### src/rtl/psg_write_sequencer_if.sv
// Command handshake between a requester (master) and psg_write_sequencer (slave).
interface psg_write_sequencer_if #(
    parameter int WAIT_BITS = 16
) ();
    logic                 cmd_valid;
    logic                 cmd_ready;
    logic [1:0]           cmd_op;
    logic [1:0]           cmd_chan;
    logic [WAIT_BITS-1:0] cmd_value;

    modport master (
        output cmd_valid,
        output cmd_op,
        output cmd_chan,
        output cmd_value,
        input  cmd_ready
    );

    modport slave (
        input  cmd_valid,
        input  cmd_op,
        input  cmd_chan,
        input  cmd_value,
        output cmd_ready
    );
endinterface

### src/rtl/psg_write_sequencer.sv
// SN76489 write sequencer: buffers high-level register updates in a small FIFO
// and expands them into spaced latch/data byte writes on the PSG write port.
module psg_write_sequencer #(
    parameter int FIFO_DEPTH = 4,
    parameter int WRITE_GAP  = 16,
    parameter int WAIT_BITS  = 16
) (
    input  logic                 clk,
    input  logic                 reset,
    psg_write_sequencer_if.slave cmd,
    input  logic                 tick,
    output logic                 psg_we,
    output logic [7:0]           psg_data,
    output logic                 busy
);
    localparam int ADDR_W  = (FIFO_DEPTH > 1) ? $clog2(FIFO_DEPTH) : 1;
    localparam int ENTRY_W = 4 + WAIT_BITS;
    localparam int GAP_W   = $clog2(WRITE_GAP);

    localparam logic [ADDR_W:0]  DEPTH_FULL = (ADDR_W+1)'(FIFO_DEPTH);
    localparam logic [GAP_W-1:0] GAP_LOAD   = GAP_W'(WRITE_GAP - 1);

    typedef enum logic [1:0] {S_IDLE, S_GAP, S_WAIT} state_t;
    typedef enum logic [1:0] {OP_TONE, OP_ATTEN, OP_NOISE, OP_WAIT} op_t;

    state_t               state_q, state_d;
    logic [ENTRY_W-1:0]   mem_q [FIFO_DEPTH];
    logic [ENTRY_W-1:0]   mem_d [FIFO_DEPTH];
    logic [ADDR_W-1:0]    wr_ptr_q, wr_ptr_d;
    logic [ADDR_W-1:0]    rd_ptr_q, rd_ptr_d;
    logic [ADDR_W:0]      count_q, count_d;
    logic [GAP_W-1:0]     gap_cnt_q, gap_cnt_d;
    logic [WAIT_BITS-1:0] wait_cnt_q, wait_cnt_d;
    logic                 pend2_q, pend2_d;
    logic [7:0]           byte2_q, byte2_d;
    logic                 psg_we_q, psg_we_d;
    logic [7:0]           psg_data_q, psg_data_d;

    logic                 fifo_empty;
    logic                 fifo_full;
    logic                 push;
    logic                 exec;
    logic [ENTRY_W-1:0]   head;
    op_t                  head_op;
    logic [1:0]           head_chan;
    logic [WAIT_BITS-1:0] head_value;

    // FIFO status and head-of-queue decode, all from registered state
    always_comb begin
        fifo_empty = (count_q == '0);
        fifo_full  = (count_q == DEPTH_FULL);
        push       = cmd.cmd_valid && !fifo_full;
        head       = mem_q[rd_ptr_q];
        head_op    = op_t'(head[ENTRY_W-1 -: 2]);
        head_chan  = head[ENTRY_W-3 -: 2];
        head_value = head[WAIT_BITS-1:0];
    end

    // State register: every flop, synchronous active-high reset
    always_ff @(posedge clk) begin
        if (reset) begin
            state_q    <= S_IDLE;
            mem_q      <= '{default: '0};
            wr_ptr_q   <= '0;
            rd_ptr_q   <= '0;
            count_q    <= '0;
            gap_cnt_q  <= '0;
            wait_cnt_q <= '0;
            pend2_q    <= 1'b0;
            byte2_q    <= '0;
            psg_we_q   <= 1'b0;
            psg_data_q <= '0;
        end else begin
            state_q    <= state_d;
            mem_q      <= mem_d;
            wr_ptr_q   <= wr_ptr_d;
            rd_ptr_q   <= rd_ptr_d;
            count_q    <= count_d;
            gap_cnt_q  <= gap_cnt_d;
            wait_cnt_q <= wait_cnt_d;
            pend2_q    <= pend2_d;
            byte2_q    <= byte2_d;
            psg_we_q   <= psg_we_d;
            psg_data_q <= psg_data_d;
        end
    end

    // Next state: gap/wait timing, then decode of the popped head command
    always_comb begin
        state_d    = state_q;
        gap_cnt_d  = gap_cnt_q;
        wait_cnt_d = wait_cnt_q;
        pend2_d    = pend2_q;
        byte2_d    = byte2_q;
        psg_we_d   = 1'b0;
        psg_data_d = psg_data_q;
        exec       = 1'b0;

        unique case (state_q)
            S_IDLE: exec = !fifo_empty;
            S_GAP: begin
                if (gap_cnt_q != '0) begin
                    gap_cnt_d = gap_cnt_q - GAP_W'(1);
                end else if (pend2_q) begin
                    psg_we_d   = 1'b1;
                    psg_data_d = byte2_q;
                    pend2_d    = 1'b0;
                    gap_cnt_d  = GAP_LOAD;
                end else if (!fifo_empty) begin
                    exec = 1'b1;
                end else begin
                    state_d = S_IDLE;
                end
            end
            S_WAIT: begin
                // The tick that takes the count to zero also ends the wait on
                // the same edge, so the next write lands on the edge after it.
                if (tick) begin
                    if (wait_cnt_q <= WAIT_BITS'(1)) begin
                        wait_cnt_d = '0;
                        if (!fifo_empty) begin
                            exec = 1'b1;
                        end else begin
                            state_d = S_IDLE;
                        end
                    end else begin
                        wait_cnt_d = wait_cnt_q - WAIT_BITS'(1);
                    end
                end
            end
            default: state_d = S_IDLE;
        endcase

        if (exec) begin
            // Discarded tones and zero waits complete immediately via IDLE.
            state_d = S_IDLE;
            unique case (head_op)
                OP_TONE: begin
                    if (head_chan != 2'd3) begin
                        psg_we_d   = 1'b1;
                        psg_data_d = {1'b1, head_chan, 1'b0, head_value[3:0]};
                        byte2_d    = {2'b00, head_value[9:4]};
                        pend2_d    = 1'b1;
                        gap_cnt_d  = GAP_LOAD;
                        state_d    = S_GAP;
                    end
                end
                OP_ATTEN: begin
                    psg_we_d   = 1'b1;
                    psg_data_d = {1'b1, head_chan, 1'b1, head_value[3:0]};
                    gap_cnt_d  = GAP_LOAD;
                    state_d    = S_GAP;
                end
                OP_NOISE: begin
                    psg_we_d   = 1'b1;
                    psg_data_d = {1'b1, 3'b110, 1'b0, head_value[2:0]};
                    gap_cnt_d  = GAP_LOAD;
                    state_d    = S_GAP;
                end
                OP_WAIT: begin
                    if (head_value != '0) begin
                        wait_cnt_d = head_value;
                        state_d    = S_WAIT;
                    end
                end
                default: state_d = S_IDLE;
            endcase
        end
    end

    // FIFO storage and pointers: push from requester, pop when a command executes
    always_comb begin
        mem_d    = mem_q;
        wr_ptr_d = wr_ptr_q;
        rd_ptr_d = rd_ptr_q;
        count_d  = count_q;
        if (push) begin
            mem_d[wr_ptr_q] = {cmd.cmd_op, cmd.cmd_chan, cmd.cmd_value};
            wr_ptr_d        = wr_ptr_q + ADDR_W'(1);
        end
        if (exec) begin
            rd_ptr_d = rd_ptr_q + ADDR_W'(1);
        end
        unique case ({push, exec})
            2'b10:   count_d = count_q + (ADDR_W+1)'(1);
            2'b01:   count_d = count_q - (ADDR_W+1)'(1);
            default: count_d = count_q;
        endcase
    end

    // Outputs: all derived from registered state
    always_comb begin
        cmd.cmd_ready = !fifo_full;
        psg_we        = psg_we_q;
        psg_data      = psg_data_q;
        busy          = !fifo_empty || (state_q != S_IDLE);
    end
endmodule

### src/flat_wrapper.sv
// flat-port wrapper written by rule: the top's interface ports become plain ports
module psg_write_sequencer_flat 
#(
    parameter int FIFO_DEPTH = 4,
    parameter int WRITE_GAP  = 16,
    parameter int WAIT_BITS  = 16
)
  (clk, reset, tick, psg_we, psg_data, busy, cmd_cmd_valid, cmd_cmd_op, cmd_cmd_chan, cmd_cmd_value, cmd_cmd_ready);
  psg_write_sequencer_if #(.WAIT_BITS(WAIT_BITS)) cmd_i ();
  input  logic clk;
  input  logic reset;
  input  logic tick;
  output logic psg_we;
  output logic [7:0] psg_data;
  output logic busy;
  input wire logic [$bits(cmd_i.cmd_valid)-1:0] cmd_cmd_valid;
  input wire logic [$bits(cmd_i.cmd_op)-1:0] cmd_cmd_op;
  input wire logic [$bits(cmd_i.cmd_chan)-1:0] cmd_cmd_chan;
  input wire logic [$bits(cmd_i.cmd_value)-1:0] cmd_cmd_value;
  output wire logic [$bits(cmd_i.cmd_ready)-1:0] cmd_cmd_ready;
  assign cmd_i.cmd_valid = cmd_cmd_valid;
  assign cmd_i.cmd_op = cmd_cmd_op;
  assign cmd_i.cmd_chan = cmd_cmd_chan;
  assign cmd_i.cmd_value = cmd_cmd_value;
  assign cmd_cmd_ready = cmd_i.cmd_ready;
  psg_write_sequencer #(.FIFO_DEPTH(FIFO_DEPTH), .WRITE_GAP(WRITE_GAP), .WAIT_BITS(WAIT_BITS)) u_core (.clk(clk), .reset(reset), .cmd(cmd_i), .tick(tick), .psg_we(psg_we), .psg_data(psg_data), .busy(busy));
endmodule
### config.mk
export PLATFORM = sky130hd
export DESIGN_NAME = psg_write_sequencer_flat
export DESIGN_NICKNAME = d
export VERILOG_FILES = /design/src/rtl/psg_write_sequencer_if.sv /design/src/rtl/psg_write_sequencer.sv /design/src/flat_wrapper.sv
export SDC_FILE = /design/constraint.sdc
export NUM_CORES = 1
export LEC_CHECK = 0
export ABC_AREA = 1
export CORE_AREA = 4 4 121 100
export CTS_BUF_LIST = sky130_fd_sc_hd__clkbuf_2
export DETAILED_ROUTE_END_ITERATION = 12
export DIE_AREA = 0 0 125 104
export PLACE_DENSITY = 0.79
export SYNTH_ARGS = -nofsm -noshare
export SYNTH_HDL_FRONTEND = slang
export SYNTH_SLANG_ARGS = --single-unit
export TNS_END_PERCENT = 20
### constraint.sdc
create_clock -name clk -period 5 [get_ports clk]
set_input_delay 0.75 -clock clk [delete_from_list [all_inputs] [get_ports clk]]
set_output_delay 0.75 -clock clk [all_outputs]
set_load 0.05 [all_outputs]
==> results of run 1 <==
-- logic make-up (layout without fill, tap and decap cells) --
logic type	Yosys count	count (layout)	share of synthesized area
simple gates	508	508	0.342
compound gates	161	161	0.134
buf+inv	136	151	0.0950
flops	125	125	0.390
fa+ha+maj	18	18	0.0363
xor+xnor	2	2	0.00273
-- cell type report --
type | count | share of cell area
sequential | 125 | 0.361
clock buffer | 18 | 0.0130
inverter | 79 | 0.0428
tap | 144 | 0.0260
clock inverter | 14 | 0.0253
timing repair buffer | 40 | 0.0549
multi-input combinational | 689 | 0.477
-- Yosys cell counts --
library cell,number
a211oi_1,1
a21boi_0,1
a21boi_4,1
a21oi_1,114
a22oi_1,1
a2bb2oi_1,1
a31o_2,1
a31oi_1,1
a32oi_1,2
and2_1,1
buf_1,6
buf_2,16
buf_4,5
buf_6,8
clkbuf_1,22
clkinv_1,2
dfxtp_1,125
fa_1,1
ha_1,17
inv_1,73
inv_2,4
nand2_1,291
nand2_2,2
nand3_1,135
nand3_4,1
nand3b_1,1
nand4_1,14
nand4_4,1
nor2_1,50
nor2_2,5
nor2_4,3
nor3_1,2
o211ai_1,3
o21ai_0,29
o21ai_1,4
o21ai_2,2
or2_2,2
xnor2_1,1
xor2_1,1
-- sequential cells by signal, indices dropped and copies added (netlist names) --
| name | count |
|---|---|
| u_core.wait_cnt_q | 16 |
| u_core.psg_we | 1 |
| u_core.pend2_q | 1 |
| u_core.rd_ptr_q | 2 |
| u_core.psg_data | 8 |
| u_core.wr_ptr_q | 2 |
| u_core.mem_q | 80 |
| u_core.count_q | 3 |
| u_core.byte2_q | 6 |
| u_core.gap_cnt_q | 4 |
| u_core.state_q | 2 |
-- where the power goes --
| part | leakage (µW) | internal [µW] | switching, µW |
|---|---|---|---|
| clock network | 0.000156 | 323 | 383 |
| logic | 0.00168 | 493 | 1180 |
| registers | 0.00102 | 1140 | 81.8 |
-- worst max-delay path by stage --
stage          depth (start not counted)            startpoint                end  slack (ns)
2_1_floorplan                         12                  tick  u_core.count_q[2]        2.45
3_3_place_gp                          12                  tick  u_core.count_q[2]        1.67
3_5_place_dp                          12                  tick  u_core.count_q[2]        1.60
4_1_cts                                4     u_core.state_q[0]               busy        1.92
5_1_grt                               13  u_core.wait_cnt_q[0]  u_core.count_q[2]        1.81
6_report                               4     u_core.state_q[0]               busy        1.95
-- placed cells by master, fill, tap and decap left out, types with 2 or more instances in the layout --
master | netlist | routed
nand2_1 | 291 | 291
nand3_1 | 135 | 135
dfxtp_1 | 125 | 125
a21oi_1 | 114 | 114
inv_1 | 73 | 73
nor2_1 | 50 | 50
clkdlybuf4s50_1 | 0 | 33
o21ai_0 | 29 | 29
clkbuf_2 | 0 | 18
ha_1 | 17 | 17
nand4_1 | 14 | 14
buf_4 | 5 | 6
nor2_2 | 5 | 5
inv_2 | 4 | 5
o21ai_1 | 4 | 4
clkinv_1 | 2 | 4
bufinv_16 | 0 | 4
clkinv_2 | 0 | 4
nor2_4 | 3 | 3
o211ai_1 | 3 | 3
or2_2 | 2 | 2
nor3_1 | 2 | 2
a32oi_1 | 2 | 2
nand2_2 | 2 | 2
o21ai_2 | 2 | 2
clkinvlp_4 | 0 | 2
-- metrics by stage --
stage          instance area (µm²)  std cells  worst slack (ns)
6_report                      6930       1109              1.95
5_1_grt                       6930       1109              1.81
4_1_cts                       6930       1109              1.92
3_5_place_dp                  6660       1077              1.60
3_3_place_gp                  6660       1077              1.67
2_1_floorplan                 6420        950              2.45
-- per-layer routing --
metal / share of wire / up-vias
met3: 0.091 / 33
met4: 0.017 / 0
li1: - / 3094
met1: 0.47 / 2803
met2: 0.42 / 268
met5: 0 / -
-- critical path, delay by kind of cell (launching register included) --
family                     cells  cell delay, ns
buffers and inverters          2            0.89
DFF                            1            0.43
and+or+nand+nor                1            0.09
adders and majority gates      1            0.22
==> results.yml, run 1 <==
finish:
  fillerInstances: 1027
  fin_nets: 994
  multiInputGateArea_um2: 3300
  final_core_util: 0.641
  layout-drive-gt1-share: 0.0611
  seq_area_um2: 2500
  syn2layout_area_growth_pct: 8.00
  antenna_cells: 0
worst_setup_path:
  required_ns: 4.25
  critical_path.startpoint_type: "flop"
  timing.rr.start: "u_core.wait_cnt_q[0]"
  regToRegEndpoint: "u_core.count_q[2]"
  ff2ff_setup_slack_ns: 2.11
  slowest_delay_ns: 0.80
  reg2regPathDepth: 13
  end_kind: "output pin"
  cp_max_fo: 4
  slowest_stage: "clkdlybuf4s50_1"
  worstPathCellList: "inv_1 -> ha_1 -> nand2_1 -> clkdlybuf4s50_1"
  path_class: "reg2out"
  critPathArrivalTime_ns: 2.30
grt:
  track_usage: 0.253
  grt_antenna_before_repair: 0
  grt.busiest_layer: "met1"
  first_global_vias: 5379
  grt_max_degree: 90
  met2_usage: 0.368
  grt-ovfl-total: 0
  use_met3: 0.0529
  grt_pass1_wl_mm: 27.5
  grt_util_met1: 0.377
clock_tree:
  cts_buffers: 17
  post_cts_buffers: 0
  clkLatencyLatePin_ns: 0.71
  cts_hold_buf: 0
  clock-sinks: 125
  cts.repair.resized: 0
  clk_pin_slew_ns: 0.17
  h-tree-depth: 4
  clockBufferDepth: 2
  cts_tree: "built"
  cts_root_buf: "clkbuf_2"
sta:
  fin_hold_ws_ns: 0.471
  worst_slew_pin_slew_ns: 0.963
  final_max_slew_viol_count: 0
  hold_viol: 0
  rsz0062_at_grt: "false"
  tns_ns: 0
  post-route-min-period_ns: 3.05
  maxSlewHeadroom: 0.358
  fmax_mhz: 328
  final.period_utilization: 0.610
  setup_viol_count_final: 0
  skew_ns: 0.0328
die:
  io_pins: 35
  initial_core_util: 0.594
  fp-row-count: 34
  chipHeight_um: 104
  core_um2: 10800
  dieArea_um2: 13000
  die_w_um: 125
placement:
  port_buffers: 34
  gp_congestion: 0.866
  dpl.hpwl_mm: 10.3
detailed_routing:
  ant_nets: 0
  drtPass1Iterations: 6
  avgViaCountPerCell: 5.59
  wire_per_inst_um: 14.8
  vias: 6198
  routed_wl_mm: 16.4
  drc: 0
  drtIter0Drc: 814
logic_synthesis:
  postSynthCellCount: 950
  synth_area_um2: 6420
  yosysTopAreaCell: "dfxtp_1"
  synth_top_area_frac: 0.390
  ys_seq_elements: 125
  yosysWarnings: 0
  syn_avg_cell_area_um2: 6.75
  synthDistinctLibCells: 39
  ys_seq_area_frac: 0.390
  synth_nets: 992
  synth.area.top_cells: "dfxtp_1 39%, nand2_1 17%, nand3_1 11%, a21oi_1 8.9%, inv_1 4.3%"
worst_hold_path:
  holdCritStartpoint: "u_core.mem_q[78]"
  whs_path_depth: 2
  worstHoldEndpoint: "u_core.mem_q[78]"
  hold_path_class: "reg2reg"
power:
  p_leak_uw: 0.00285
  ir_worst_vdd_mv: 0.342
  powerDensity_nw_per_um2: 520
  total_power_uw: 3600
run:
  max_cap_violations: 0
status:
  status: "completed"
(Power assumes the default switching activity.)
==> run 2: changes to the inputs <==
clock period = 3.1 ns   (was 5 ns; I/O delays follow)
==> run 2 against run 1 <==
Compared with the run above: via count decreased by 0.26%; clock power up 83%; non-clock buffer count increased by 9; clock skew shrank 0.0018 ns; cell count grew 0.72%; first-iteration DRC count fell by 13%.
==> results.yml, run 2 (same netlist as run 1, synthesis figures left out) <==
sta:
  rsz0062_at_grt: "false"
  tns_ns: 0
  maxSlewHeadroom: 0.363
  setup_viol_count_final: 0
  final.period_utilization: 0.890
  fmax_mhz: 362
  worst_slew_pin_slew_ns: 0.956
  final_max_slew_viol_count: 0
  skew_ns: 0.0311
  post-route-min-period_ns: 2.76
  hold_viol: 0
worst_setup_path:
  slowest_stage: "clkdlybuf4s50_1"
  cp_max_fo: 3
  worstPathCellList: "inv_1 -> nand3_1 -> inv_1 -> nand2_1 -> clkdlybuf4s50_1"
  end_kind: "output pin"
  critical-path-top-cell-by-count: "inv_1"
  critPathArrivalTime_ns: 2.29
  critical_path.startpoint_type: "flop"
  required_ns: 2.63
  slowest_delay_ns: 0.80
  cp_top_family: "buffers and inverters"
  cp_num_buf_inv: 3
  path_class: "reg2out"
power:
  share_seq_of_total_power: 0.328
  ir_worst_vdd_mv: 0.478
  switching_share: 0.444
  power_frac_clock: 0.214
  powerDensity_nw_per_um2: 856
  p_leak_uw: 0.00291
  internal_power_uw: 3360
  comb_power_share: 0.457
  switchingPower_uw: 2670
clock_tree:
  clkLatencyLatePin_ns: 0.70
  clockBufferDepth: 2
  clk_pin_slew_ns: 0.17
  cts_buffers: 17
  cts_tree: "built"
  cts.repair.resized: 0
  post_cts_buffers: 0
  cts_hold_buf: 0
  cts_root_buf: "clkbuf_2"
  clock-sinks: 125
  h-tree-depth: 4
grt:
  grt.busiest_layer: "met2"
  met2_usage: 0.378
  track_usage: 0.252
  first_global_vias: 5520
  grt_pass1_wl_mm: 27.2
  grt-ovfl-total: 0
  grt_max_degree: 90
  use_met3: 0.0662
  grt_util_met1: 0.358
  grt_antenna_before_repair: 0
detailed_routing:
  avgViaCountPerCell: 5.53
  routed_wl_mm: 16.3
  vias: 6182
  drtIter0Drc: 710
  drtPass1Iterations: 5
  wire_per_inst_um: 14.6
  drc: 0
  ant_nets: 0
finish:
  top_register: "u_core.mem_q"
  syn2layout_area_growth_pct: 9.73
  antenna_cells: 0
  final_common_cell: "nand2_1"
  layout-drive-gt1-share: 0.0678
  mostFrequentLayoutCells: "291 x nand2_1, 135 x nand3_1, 125 x dfxtp_1, 114 x a21oi_1, 73 x inv_1"
  largest_register_ffs: 80
  fin_nets: 1003
  fin_area_um2: 7040
die:
  fp-row-count: 34
  dieArea_um2: 13000
  initial_core_util: 0.594
  die_w_um: 125
  io_pins: 35
  core_um2: 10800
  chipHeight_um: 104
placement:
  port_buffers: 34
  gp_congestion: 0.869
  place_area_um2: 6730
  dpl.hpwl_mm: 10.5
worst_hold_path:
  hold_path_class: "in2reg"
status:
  status: "completed"
run:
  max_cap_violations: 0
-- run 2: cell count changes in the layout (fill, tap and decap cells not counted) --
cell | before | now
buf_4 | 6 | 15
bufinv_16 | 4 | 6
clkbuf_2 | 18 | 17
clkinv_1 | 4 | 5
clkinv_2 | 4 | 1
-- run 2: worst min-delay path: cells and delay by family --
kind / cells / cell delay (ns)
AND/OR/NAND/NOR: 2 / 0.20
buffers and inverters: 2 / 0.33
-- run 2: routing by layer --
metal | routed length (µm) | part of all wire
met2 | 7050 | 0.43
met4 | 287 | 0.018
met5 | 0 | 0
met3 | 1520 | 0.093
met1 | 7410 | 0.46
-- run 2: cell type report --
class,instances,area (µm²)
inverter,79,297
multi-input combinational,689,3300
sequential,125,2500
clock inverter,14,224
tap,144,180
fill,1026,3760
clock buffer,17,85.1
timing repair buffer,49,448
-- run 2: worst paths after layout --
kind / start / depth (start not counted) / slack, ns / end
min: reset / 4 / 0.33 / u_core.psg_data[6]
min reg2reg: u_core.count_q[0] / 1 / 0.47 / u_core.count_q[0]
max: u_core.count_q[0] / 5 / 0.34 / busy
max reg2reg: u_core.rd_ptr_q[0] / 8 / 0.58 / u_core.wait_cnt_q[7]
-- run 2: metrics by stage --
| stage | power [µW] | hold WS, ns | cells | setup WS (ns) | util |
|---|---|---|---|---|---|
| floorplan | 4110 | 0.423 | 950 | 0.691 | - |
| global placement | 4690 | 0.434 | 1086 | 0.456 | 0.623 |
| detailed placement | 4720 | 0.441 | 1086 | 0.449 | 0.623 |
| CTS | 6000 | 0.295 | 1117 | 0.335 | 0.652 |
| global route | 6440 | 0.348 | 1117 | 0.205 | 0.652 |
| finish | 6030 | 0.325 | 1117 | 0.340 | 0.652 |
-- run 2: power groups by stage --
stage          registers, µW  logic (µW)  clock network (µW)
4_1_cts                 1980        2730                1300
6_report                1980        2760                1290
3_3_place_gp            2010        2680                   0
2_1_floorplan           2090        2020                   0
5_1_grt                 2010        3050                1380
3_5_place_dp            2010        2710                   0
